--- config.mk ---
export PLATFORM = sky130hd
export DESIGN_NAME = pos_to_stepper
export DESIGN_NICKNAME = d
export VERILOG_FILES = /design/src/rtl/pos_to_stepper.sv
export SDC_FILE = /design/constraint.sdc
export NUM_CORES = 1
export LEC_CHECK = 0
export CELL_PAD_IN_SITES_DETAIL_PLACEMENT = 0
export CELL_PAD_IN_SITES_GLOBAL_PLACEMENT = 1
export CORE_MARGIN = 5
export CORE_UTILIZATION = 52
export DETAILED_ROUTE_END_ITERATION = 6
export GPL_TIMING_DRIVEN = 0
export PLACE_DENSITY_LB_ADDON = 0.1
export SLEW_MARGIN = 20
export SYNTH_ARGS = -nofsm -noshare
export SYNTH_HDL_FRONTEND = slang
export SYNTH_SLANG_ARGS = --single-unit
--- constraint.sdc ---
create_clock -name iCLK -period 10.4 [get_ports iCLK]
set_clock_uncertainty 0.15 [all_clocks]
set_input_delay 1.56 -clock iCLK [delete_from_list [all_inputs] [get_ports iCLK]]
set_output_delay 1.56 -clock iCLK [all_outputs]
set_load 0.02 [all_outputs]
--- src/rtl/pos_to_stepper.sv ---
// Pen-target consumer: Bresenham line moves on two steppers, pen servo, finish flag.
// Optional: define HOME_RETURN_EN to travel back to (0,0) after the drawing ends.
module pos_to_stepper #(
   parameter int unsigned STEP_DIV   = 50000,
   parameter int unsigned PEN_SETTLE = 5000000,
   parameter int unsigned MAX_COORD  = 449
) (
   input  logic       iCLK,
   input  logic       iRST,
   input  logic       iStart,
   output logic       oPOS_REQUEST,
   input  logic [8:0] iX,
   input  logic [8:0] iY,
   input  logic       iDown,
   input  logic       iDone,
   output logic       oStepX,
   output logic       oStepY,
   output logic       oDirX,
   output logic       oDirY,
   output logic       oPen,
   output logic       oBusy,
   output logic       oFinish
);

   localparam int DW = (STEP_DIV > 1) ? $clog2(STEP_DIV) : 1;
   localparam int SW = (PEN_SETTLE > 1) ? $clog2(PEN_SETTLE) : 1;
   localparam logic [DW-1:0] DIV_LAST = DW'(STEP_DIV - 1);
   localparam logic [SW-1:0] SET_LAST = SW'(PEN_SETTLE - 1);
   localparam logic [8:0]    MAXC     = 9'(MAX_COORD);

`ifdef HOME_RETURN_EN
   localparam bit HOME = 1'b1;
`else
   localparam bit HOME = 1'b0;
`endif

   typedef enum logic [2:0] {
      S_IDLE,
      S_REQ,
      S_WAIT,
      S_CALC,
      S_PEN,
      S_MOVE,
      S_FIN
   } state_t;

   state_t state_q, state_d;

   logic              start_q;
   logic [8:0]        tx_q, tx_d;
   logic [8:0]        ty_q, ty_d;
   logic              down_q, down_d;
   logic              fin_q, fin_d;
   logic [8:0]        cx_q, cx_d;
   logic [8:0]        cy_q, cy_d;
   logic signed [9:0] dx_q, dx_d;
   logic signed [9:0] dy_q, dy_d;
   logic signed [10:0] err_q, err_d;
   logic [9:0]        cnt_q, cnt_d;
   logic [DW-1:0]     div_q, div_d;
   logic [SW-1:0]     set_q, set_d;
   logic              pen_q, pen_d;
   logic              dirx_q, dirx_d;
   logic              diry_q, diry_d;

   logic [8:0]         tx_c, ty_c;
   logic signed [9:0]  difx, dify;
   logic signed [9:0]  adx, ady;
   logic [9:0]         steps_c;
   logic signed [11:0] e2, dx12, ndy12;
   logic signed [10:0] dx11, dy11;
   logic               sentinel;
   logic               tick_go;
   logic               bx, by;
   logic               stepx, stepy;

   // Line geometry for the CALC cycle and Bresenham decisions for MOVE.
   always_comb begin
      tx_c     = (tx_q > MAXC) ? MAXC : tx_q;
      ty_c     = (ty_q > MAXC) ? MAXC : ty_q;
      difx     = $signed({1'b0, tx_c}) - $signed({1'b0, cx_q});
      dify     = $signed({1'b0, ty_c}) - $signed({1'b0, cy_q});
      adx      = difx[9] ? -difx : difx;
      ady      = dify[9] ? -dify : dify;
      steps_c  = (adx > ady) ? adx : ady;
      sentinel = (iX == 9'd511) && (iY == 9'd511);
      e2       = $signed({err_q, 1'b0});
      dx12     = $signed({{2{dx_q[9]}}, dx_q});
      ndy12    = -$signed({{2{dy_q[9]}}, dy_q});
      dx11     = $signed({dx_q[9], dx_q});
      dy11     = $signed({dy_q[9], dy_q});
      tick_go  = (state_q == S_MOVE) && (div_q == '0) && (cnt_q != '0);
      bx       = e2 > ndy12;
      by       = e2 < dx12;
      stepx    = tick_go && bx && (cx_q != tx_q);
      stepy    = tick_go && by && (cy_q != ty_q);
   end

   // Next-state logic for the sequencer and all datapath registers.
   always_comb begin
      state_d = state_q;
      tx_d    = tx_q;
      ty_d    = ty_q;
      down_d  = down_q;
      fin_d   = fin_q;
      cx_d    = cx_q;
      cy_d    = cy_q;
      dx_d    = dx_q;
      dy_d    = dy_q;
      err_d   = err_q;
      cnt_d   = cnt_q;
      div_d   = div_q;
      set_d   = set_q;
      pen_d   = pen_q;
      dirx_d  = dirx_q;
      diry_d  = diry_q;
      unique case (state_q)
         S_IDLE: begin
            if (start_q) state_d = S_REQ;
         end
         S_REQ: begin
            state_d = S_WAIT;
         end
         S_WAIT: begin
            if (iDone) begin
               state_d = S_CALC;
               if (sentinel || !start_q) begin
                  tx_d   = '0;
                  ty_d   = '0;
                  down_d = 1'b0;
                  fin_d  = 1'b1;
               end else begin
                  tx_d   = iX;
                  ty_d   = iY;
                  down_d = iDown;
                  fin_d  = 1'b0;
               end
            end
         end
         S_CALC: begin
            tx_d  = tx_c;
            ty_d  = ty_c;
            dx_d  = adx;
            dy_d  = ady;
            err_d = $signed({adx[9], adx}) - $signed({ady[9], ady});
            cnt_d = steps_c;
            div_d = '0;
            set_d = '0;
            if (difx > 10'sd0) dirx_d = 1'b1;
            else if (difx < 10'sd0) dirx_d = 1'b0;
            if (dify > 10'sd0) diry_d = 1'b1;
            else if (dify < 10'sd0) diry_d = 1'b0;
            if (down_q != pen_q) begin
               pen_d   = down_q;
               state_d = S_PEN;
            end else if (fin_q && !HOME) begin
               state_d = S_FIN;
            end else begin
               state_d = S_MOVE;
            end
         end
         S_PEN: begin
            if (set_q == SET_LAST) begin
               state_d = (fin_q && !HOME) ? S_FIN : S_MOVE;
            end else begin
               set_d = set_q + SW'(1);
            end
         end
         S_MOVE: begin
            if (tick_go) begin
               cnt_d = cnt_q - 10'd1;
               err_d = err_q - (bx ? dy11 : 11'sd0) + (by ? dx11 : 11'sd0);
               if (stepx) cx_d = dirx_q ? cx_q + 9'd1 : cx_q - 9'd1;
               if (stepy) cy_d = diry_q ? cy_q + 9'd1 : cy_q - 9'd1;
            end
            if (cnt_q == '0 && (div_q == '0 || div_q == DIV_LAST)) begin
               state_d = fin_q ? S_FIN : S_REQ;
            end else begin
               div_d = (div_q == DIV_LAST) ? '0 : div_q + DW'(1);
            end
         end
         S_FIN: begin
            fin_d   = 1'b0;
            state_d = S_IDLE;
         end
         default: state_d = S_IDLE;
      endcase
   end

   // State and datapath registers; reset parks the head at home, pen up.
   always_ff @(posedge iCLK) begin
      if (iRST) begin
         state_q <= S_IDLE;
         start_q <= 1'b0;
         tx_q    <= '0;
         ty_q    <= '0;
         down_q  <= 1'b0;
         fin_q   <= 1'b0;
         cx_q    <= '0;
         cy_q    <= '0;
         dx_q    <= '0;
         dy_q    <= '0;
         err_q   <= '0;
         cnt_q   <= '0;
         div_q   <= '0;
         set_q   <= '0;
         pen_q   <= 1'b0;
         dirx_q  <= 1'b0;
         diry_q  <= 1'b0;
      end else begin
         state_q <= state_d;
         start_q <= iStart;
         tx_q    <= tx_d;
         ty_q    <= ty_d;
         down_q  <= down_d;
         fin_q   <= fin_d;
         cx_q    <= cx_d;
         cy_q    <= cy_d;
         dx_q    <= dx_d;
         dy_q    <= dy_d;
         err_q   <= err_d;
         cnt_q   <= cnt_d;
         div_q   <= div_d;
         set_q   <= set_d;
         pen_q   <= pen_d;
         dirx_q  <= dirx_d;
         diry_q  <= diry_d;
      end
   end

   assign oPOS_REQUEST = (state_q == S_REQ);
   assign oStepX       = stepx;
   assign oStepY       = stepy;
   assign oDirX        = dirx_q;
   assign oDirY        = diry_q;
   assign oPen         = pen_q;
   assign oBusy        = (state_q != S_IDLE);
   assign oFinish      = (state_q == S_FIN);

endmodule

---- Word-level counts from Yosys, hierarchy flattened ----
Cells that the tools add are included.
storage, ports and cells
  flip-flop bits (word level) ............. 125
  output and inout bits ................... 8
  word-level logic and storage cells ...... 135
cells by class
  add/subtract/negate cells ............... 15
  magnitude comparators ................... 9
  eq/ne operators ......................... 20
  muxes and demuxes ....................... 40
  reduce and logical (&&, ||, !) cells .... 34
operator list
  operator                 number
  $mux W9                  8
  $pmux W23 S2             1
  $mux W10                 4
  $pmux W9 S2              2
  $mux W11                 3
  $mux W16                 2
  $pmux W16 S2             1
  $add A23 B1 Y23 const B  1
  $eq A23 B23 Y1 const B   1
  $mux W23                 1
  $pmux W11 S2             1
  $gt A10 B1 Y1 const B    2
  $lt A10 B1 Y1 const B    2
  $neg A10 Y10             2
  $pmux W10 S2             1
  $sub A9 B9 Y10           2
  $add A9 B1 Y9 const B    2
  $eq A9 B9 Y1 const B     2
  $gt A9 B9 Y1 const B     2
  $ne A9 B9 Y1             2
  $pmux W3 S6              1
  $reduce_and A2 Y1        9
  $sub A9 B1 Y9 const B    2
  $add A16 B1 Y16 const B  1
  other kinds (30)         63

---- Longest topological paths before layout ----
  depth after elaboration ................. 8
  depth in mapped cells ................... 24
  mapped depth without buffers ............ 23

---- Least setup slack after synthesis ----
No wires, ideal clock.
  path kind ............................... register to register
  from .................................... register tx_q[1]
  to ...................................... register cnt_q[1]
  data arrival time ....................... 4.584 ns
  data required time ...................... 10.164 ns
  slack ................................... 5.580 ns
  stages on the path, launching flop included .. 24
  path buffers ............................ 1
  period minus slack after synthesis ...... 4.820 ns
  path through ............................ dfxtp_1 > nor3_1 > a21oi_1 > nor2_1 > ha_1 > inv_1 > fa_1 > a211oi_2 > nor4b_1 > or3b_1 > a21oi_1 > o21ai_1 > o31ai_1 > xor2_1 > inv_1 > ha_1 > and4_1 > nand2_1 > o21ai_1 > o31ai_1 > buf_2 > mux2i_1 > a21oi_1 > a211oi_1
on the way
  word-level cells in the longest chain between the ends .. 8
RTL lines
  item                    line  text
  start, declared         50    logic [8:0] tx_q, tx_d;
  start signal, assigned  213   tx_q <= tx_d;
  $gt A9 B9 Y1            79    tx_c = (tx_q > MAXC) ? MAXC : tx_q;
  $mux W9 (*)             79
  $sub A9 B9 Y10 (*)      81    difx = $signed({1'b0, tx_c}) - $signed({1'b0, cx_q});
  $neg A10 Y10            83    adx = difx[9] ? -difx : difx;
  $mux W10 (*)            83
  via adx[8]              68    logic signed [9:0] adx, ady;
  $gt A10 B10 Y1 (*)      85    steps_c = (adx > ady) ? adx : ady;
  $mux W10 (*)            85
  $pmux W10 S2 (*)        117   unique case (state_q)
  end signal, assigned    222   cnt_q <= cnt_d;
  end, declared           59    logic [9:0] cnt_q, cnt_d;
Mark *: on every way through the listed nets, which the timed path passes. The rest lies on a longest branch.
A chain may end at the register's enable or synchronous reset.

---- Final worst setup path ----
  from .................................... register dy_q[2]
  to ...................................... output port oStepX
on the way
  word-level cells in the longest chain between the ends .. 4
RTL lines
  item                              line  text
  start, declared                   57    logic signed [9:0] dy_q, dy_d;
  start signal, assigned            220   dy_q <= dy_d;
  $neg A10 Y12                      89    ndy12 = -$signed({{2{dy_q[9]}}, dy_q});
  $gt A12 B12 Y1                    93    bx = e2 > ndy12;
  $logic_and A1 B1 Y1 (2 in a row)  95    stepx = tick_go && bx && (cx_q != tx_q);
  end, declared                     16    output logic oStepX,
Every way passes these cells.

==> flow_summary.rst <==
.. list-table::
   :header-rows: 1

   * - Metric
     - Value
   * - Outcome
     - finished, final reports clean
   * - Wire length of the first global-routing pass
     - around 42000 um
   * - Final Critical Period
     - 6.38 ns
   * - Crit-path leading delay family
     - simple AND/OR/NAND/NOR gates
   * - Number of inserted filler cells in the final layout
     - 1717
   * - Combinational family with the most area after synthesis
     - simple AND/OR/NAND/NOR gates
   * - Post-synthesis xor/xnor area fraction
     - 11.0%
   * - Average vias per placed instance
     - 5.71
   * - Aggregate routed wire length
     - between 20000 and 30000 um
   * - Number of placement rows
     - a little under 50
   * - Starting Density
     - 53.3%
   * - Number of max-slew violations in the final report
     - 0
   * - CTS-repair resized insts
     - 0
   * - Post-synthesis cell type count
     - 84
   * - Worst slew slack as a fraction of its limit
     - between 20% and 30%
   * - Synthesized-area fraction occupied by adder cells
     - roughly 14%
   * - Setup repair after global routing missed its margin
     - no
   * - Number of nets with antenna violations after routing
     - 0
   * - Worst hold margin
     - 0.341 ns
   * - Clk sinks
     - between 100 and 150
   * - Top cell type by total area after synthesis
     - dfxtp_1
   * - Core Box Area
     - about 18000 um^2
   * - Max clock buf depth
     - 2
   * - Cells along the critical path
     - nor4_1 > nand2_1 > nor3_1 > xor2_1 > ha_1 > and4_1 > nand4_1 > o41ai_1 > nor4_1 > buf_2 > clkdlybuf4s50_1
   * - Sort of element at the end of the critical path
     - output pin
   * - Critical path class
     - register to output pin
   * - Maximum number of pins on one net before global-route repair
     - 17
   * - Synthesized area divided by synthesized cell count
     - ~8.1 um^2
   * - Primary FF master, synth
     - dfxtp_1
   * - Clk Latency, worst-skew pair
     - 0.44 ns
   * - Initial DRT Pass Iterations
     - 5
   * - DRC violation count after routing
     - 0
   * - TritonCTS clock tree
     - yes
   * - Buf/Inv on CP
     - 2
   * - Crit Path Max Fanout
     - 10
   * - Post-synthesis simple-gate area fraction
     - between 20 and 25%
   * - Fraction of post-synthesis cell area in the top cell type by area
     - ~26%
   * - Final HPWL DP
     - just under 20000 um
   * - Hold-fix buffers, CTS
     - 0
   * - Flop and latch count out of synthesis
     - about 130
   * - Total global routing track utilization
     - 24.1%
   * - Final setup vio count
     - 0
   * - Post-synthesis sequential area ratio
     - 26.0%
   * - Floorplan die width
     - roughly 150 um
   * - Final clock period utilization by the worst path
     - between 60% and 70%
   * - Share of cells above drive strength 1
     - slightly below 6%
   * - Slew at the pin with the worst max-slew slack
     - roughly 1.1 ns
   * - Worst vdd ir
     - about 0.12 mV
   * - Number of enable flip-flop cells after synthesis
     - 0
   * - Max-cap viol count
     - 0
   * - Area fraction in compound gates after synthesis
     - around a fifth
   * - Antenna violations before repair
     - 0
   * - Leakage
     - between 4 and 5 nW
   * - # IOs
     - 31
   * - Setup TNS
     - 0 ns
   * - Cell area after synthesis
     - just under 10000 um^2
   * - CTS clock-pin slew for the worst setup and hold paths
     - ~0.06 ns
   * - Min-Delay Path Class
     - register to register
   * - Total via count in the routed design
     - 8422
   * - Post-DR wirelength/cell
     - 17.1 um
   * - Nets@finish
     - roughly 1400
   * - First-iteration detailed-routing DRC count
     - around 450
   * - Final total power
     - ~1.9 mW
   * - # diodes
     - 0
   * - Area contributors post-synth
     - dfxtp_1 26%, ha_1 11%, xnor2_1 5.6%
   * - Cell occurring most often along the worst timing path
     - nor4_1
   * - Req. time, crit path
     - approximately 8.7 ns
   * - Power density over the cells
     - 178 nW/um^2
   * - Die area
     - 21400 um^2
   * - Critical path data arrival time
     - roughly 4.7 ns
   * - TritonCTS buffer count
     - 17
   * - Area growth from synthesis to final layout
     - 12.2%
   * - Synthesized net count
     - 1305
   * - Proportion of synthesized flip-flops having asynchronous set or reset
     - 0%
   * - Cell area after placement
     - about 10000 um^2
   * - # port buffers
     - 29
   * - Final std cell area, no fill
     - between 10000 and 15000 um^2
   * - H-tree depth
     - 4
   * - Aggregate global routing overflow
     - 0
   * - Post-CTS setup buffer count
     - 0
   * - Element type at the critical path start
     - register
   * - Achievable Freq
     - approximately 160 MHz
   * - Max stage delay on crit path
     - a little over 1 ns
   * - Via count of the first global-routing pass
     - about 8000
   * - Share of cell area taken by muxes after synthesis
     - 2.21%
   * - Final Hold Fails
     - 0
   * - Number of warnings printed during yosys synthesis
     - 0
   * - GPL Wtd Cong
     - 0.892
   * - Post-synthesis instance total
     - approximately 1200
   * - Cell at the root of the clock tree
     - clkbuf_16
   * - Vertical extent of the die
     - about 150 um
   * - Master of the slowest instance on the critical path
     - o41ai_1
## report_power, final
group / internal, mW / total [mW] / leakage, nW / switching [mW]
clock network: 0.343 / 0.610 / 0.290 / 0.267
logic: 0.319 / 0.791 / 3.03 / 0.472
registers: 0.498 / 0.520 / 1.01 / 0.0221
## per-stage QoR
step / worst slack, ns / instances / util [%]
finish: 4.02 / 1475 / 59.8
global route: 3.86 / 1475 / 59.8
CTS: 4.05 / 1475 / 59.8
detailed placement: 4.49 / 1443 / 56.5
global placement: 4.45 / 1443 / 56.5
floorplan: 5.58 / 1185 / -
## routing by layer
layer	track usage [%]	share of wire (%)	routed length (um)	vias up
met2	38.6	45	11300	171
met5	0	0	0	-
met1	33.8	49	12300	3930
li1	-	-	-	4294
met3	3.84	4.9	1230	27
met4	6.35	1.6	392	0
## path summary, 6_finish.rpt
path,from,to,slack (ns),depth (start not counted)
min,down_q,oPen,0.34,2
max reg2reg,tx_q[6],cnt_q[1],4.43,23
min reg2reg,down_q,oPen,0.34,2
max,dy_q[2],oStepX,4.02,11
## state kept, by name, summed over array words and instances (netlist names)
register,flops
oPen,1
cy_q,9
start_q,1
ty_q,9
cx_q,9
state_q,3
fin_q,1
oDirX,1
oDirY,1
dy_q,10
set_q,23
tx_q,9
cnt_q,10
err_q,11
div_q,16
dx_q,10
down_q,1
## cell usage in the layout (no fill, tap or decap), types with 8 or more instances in the layout
cell type	instances
nor2_1	131
dfxtp_1	125
inv_1	90
ha_1	82
nand2_1	75
a21oi_1	70
xnor2_1	62
xor2_1	56
nand3_1	31
a211oi_1	31
clkbuf_1	31
o21ai_0	30
clkdlybuf4s50_1	29
nor3_1	28
nand4_1	22
a21o_1	20
mux2i_1	19
and2_1	18
nor2b_1	17
clkbuf_16	17
and3_1	16
fa_1	15
o21ai_1	14
o21a_1	13
a22o_1	12
buf_2	11
nand2b_1	11
o211ai_1	10
a31oi_1	10
or3_1	10
nand3b_1	8
## Yosys cell counts, types with 19 or more instances
master and count:
nor3_1 28, xnor2_1 62, a211oi_1 31, nand2_1 75, o21ai_0 30, ha_1 82, mux2i_1 19, nand3_1 31
nor2_1 131, clkbuf_1 31, inv_1 90, a21o_1 20, xor2_1 56, dfxtp_1 125, a21oi_1 70, nand4_1 22
## area by class of cell
type | count | area [um^2] | share of cell area (%)
Timing Repair Buffer | 29 | 290 | 2.68
Clock inverter | 15 | 174 | 1.61
Inverter | 91 | 342 | 3.16
Buffer | 45 | 198 | 1.83
Multi-Input combinational cell | 924 | 6590 | 61.0
Clock buffer | 17 | 425 | 3.93
Tap cell | 229 | 287 | 2.65
Sequential cell | 125 | 2500 | 23.1
## kinds of logic after synthesis
kind of cell | after synthesis
flip-flops | 125
adder cells (fa/ha/maj) | 97
multiplexers | 21
buffers and inverters | 136
AO/OA/AOI/OAI | 271
AND/OR/NAND/NOR | 416
XOR/XNOR | 119
## worst min-delay path: cells and delay by family (launching register included)
kind | cells | cell delay (ns)
AO/OA/AOI/OAI | 1 | 0.05
AND/OR/NAND/NOR | 1 | 0.06
flip-flops | 1 | 0.33
Note: power is estimated with default switching activity, not from simulation.
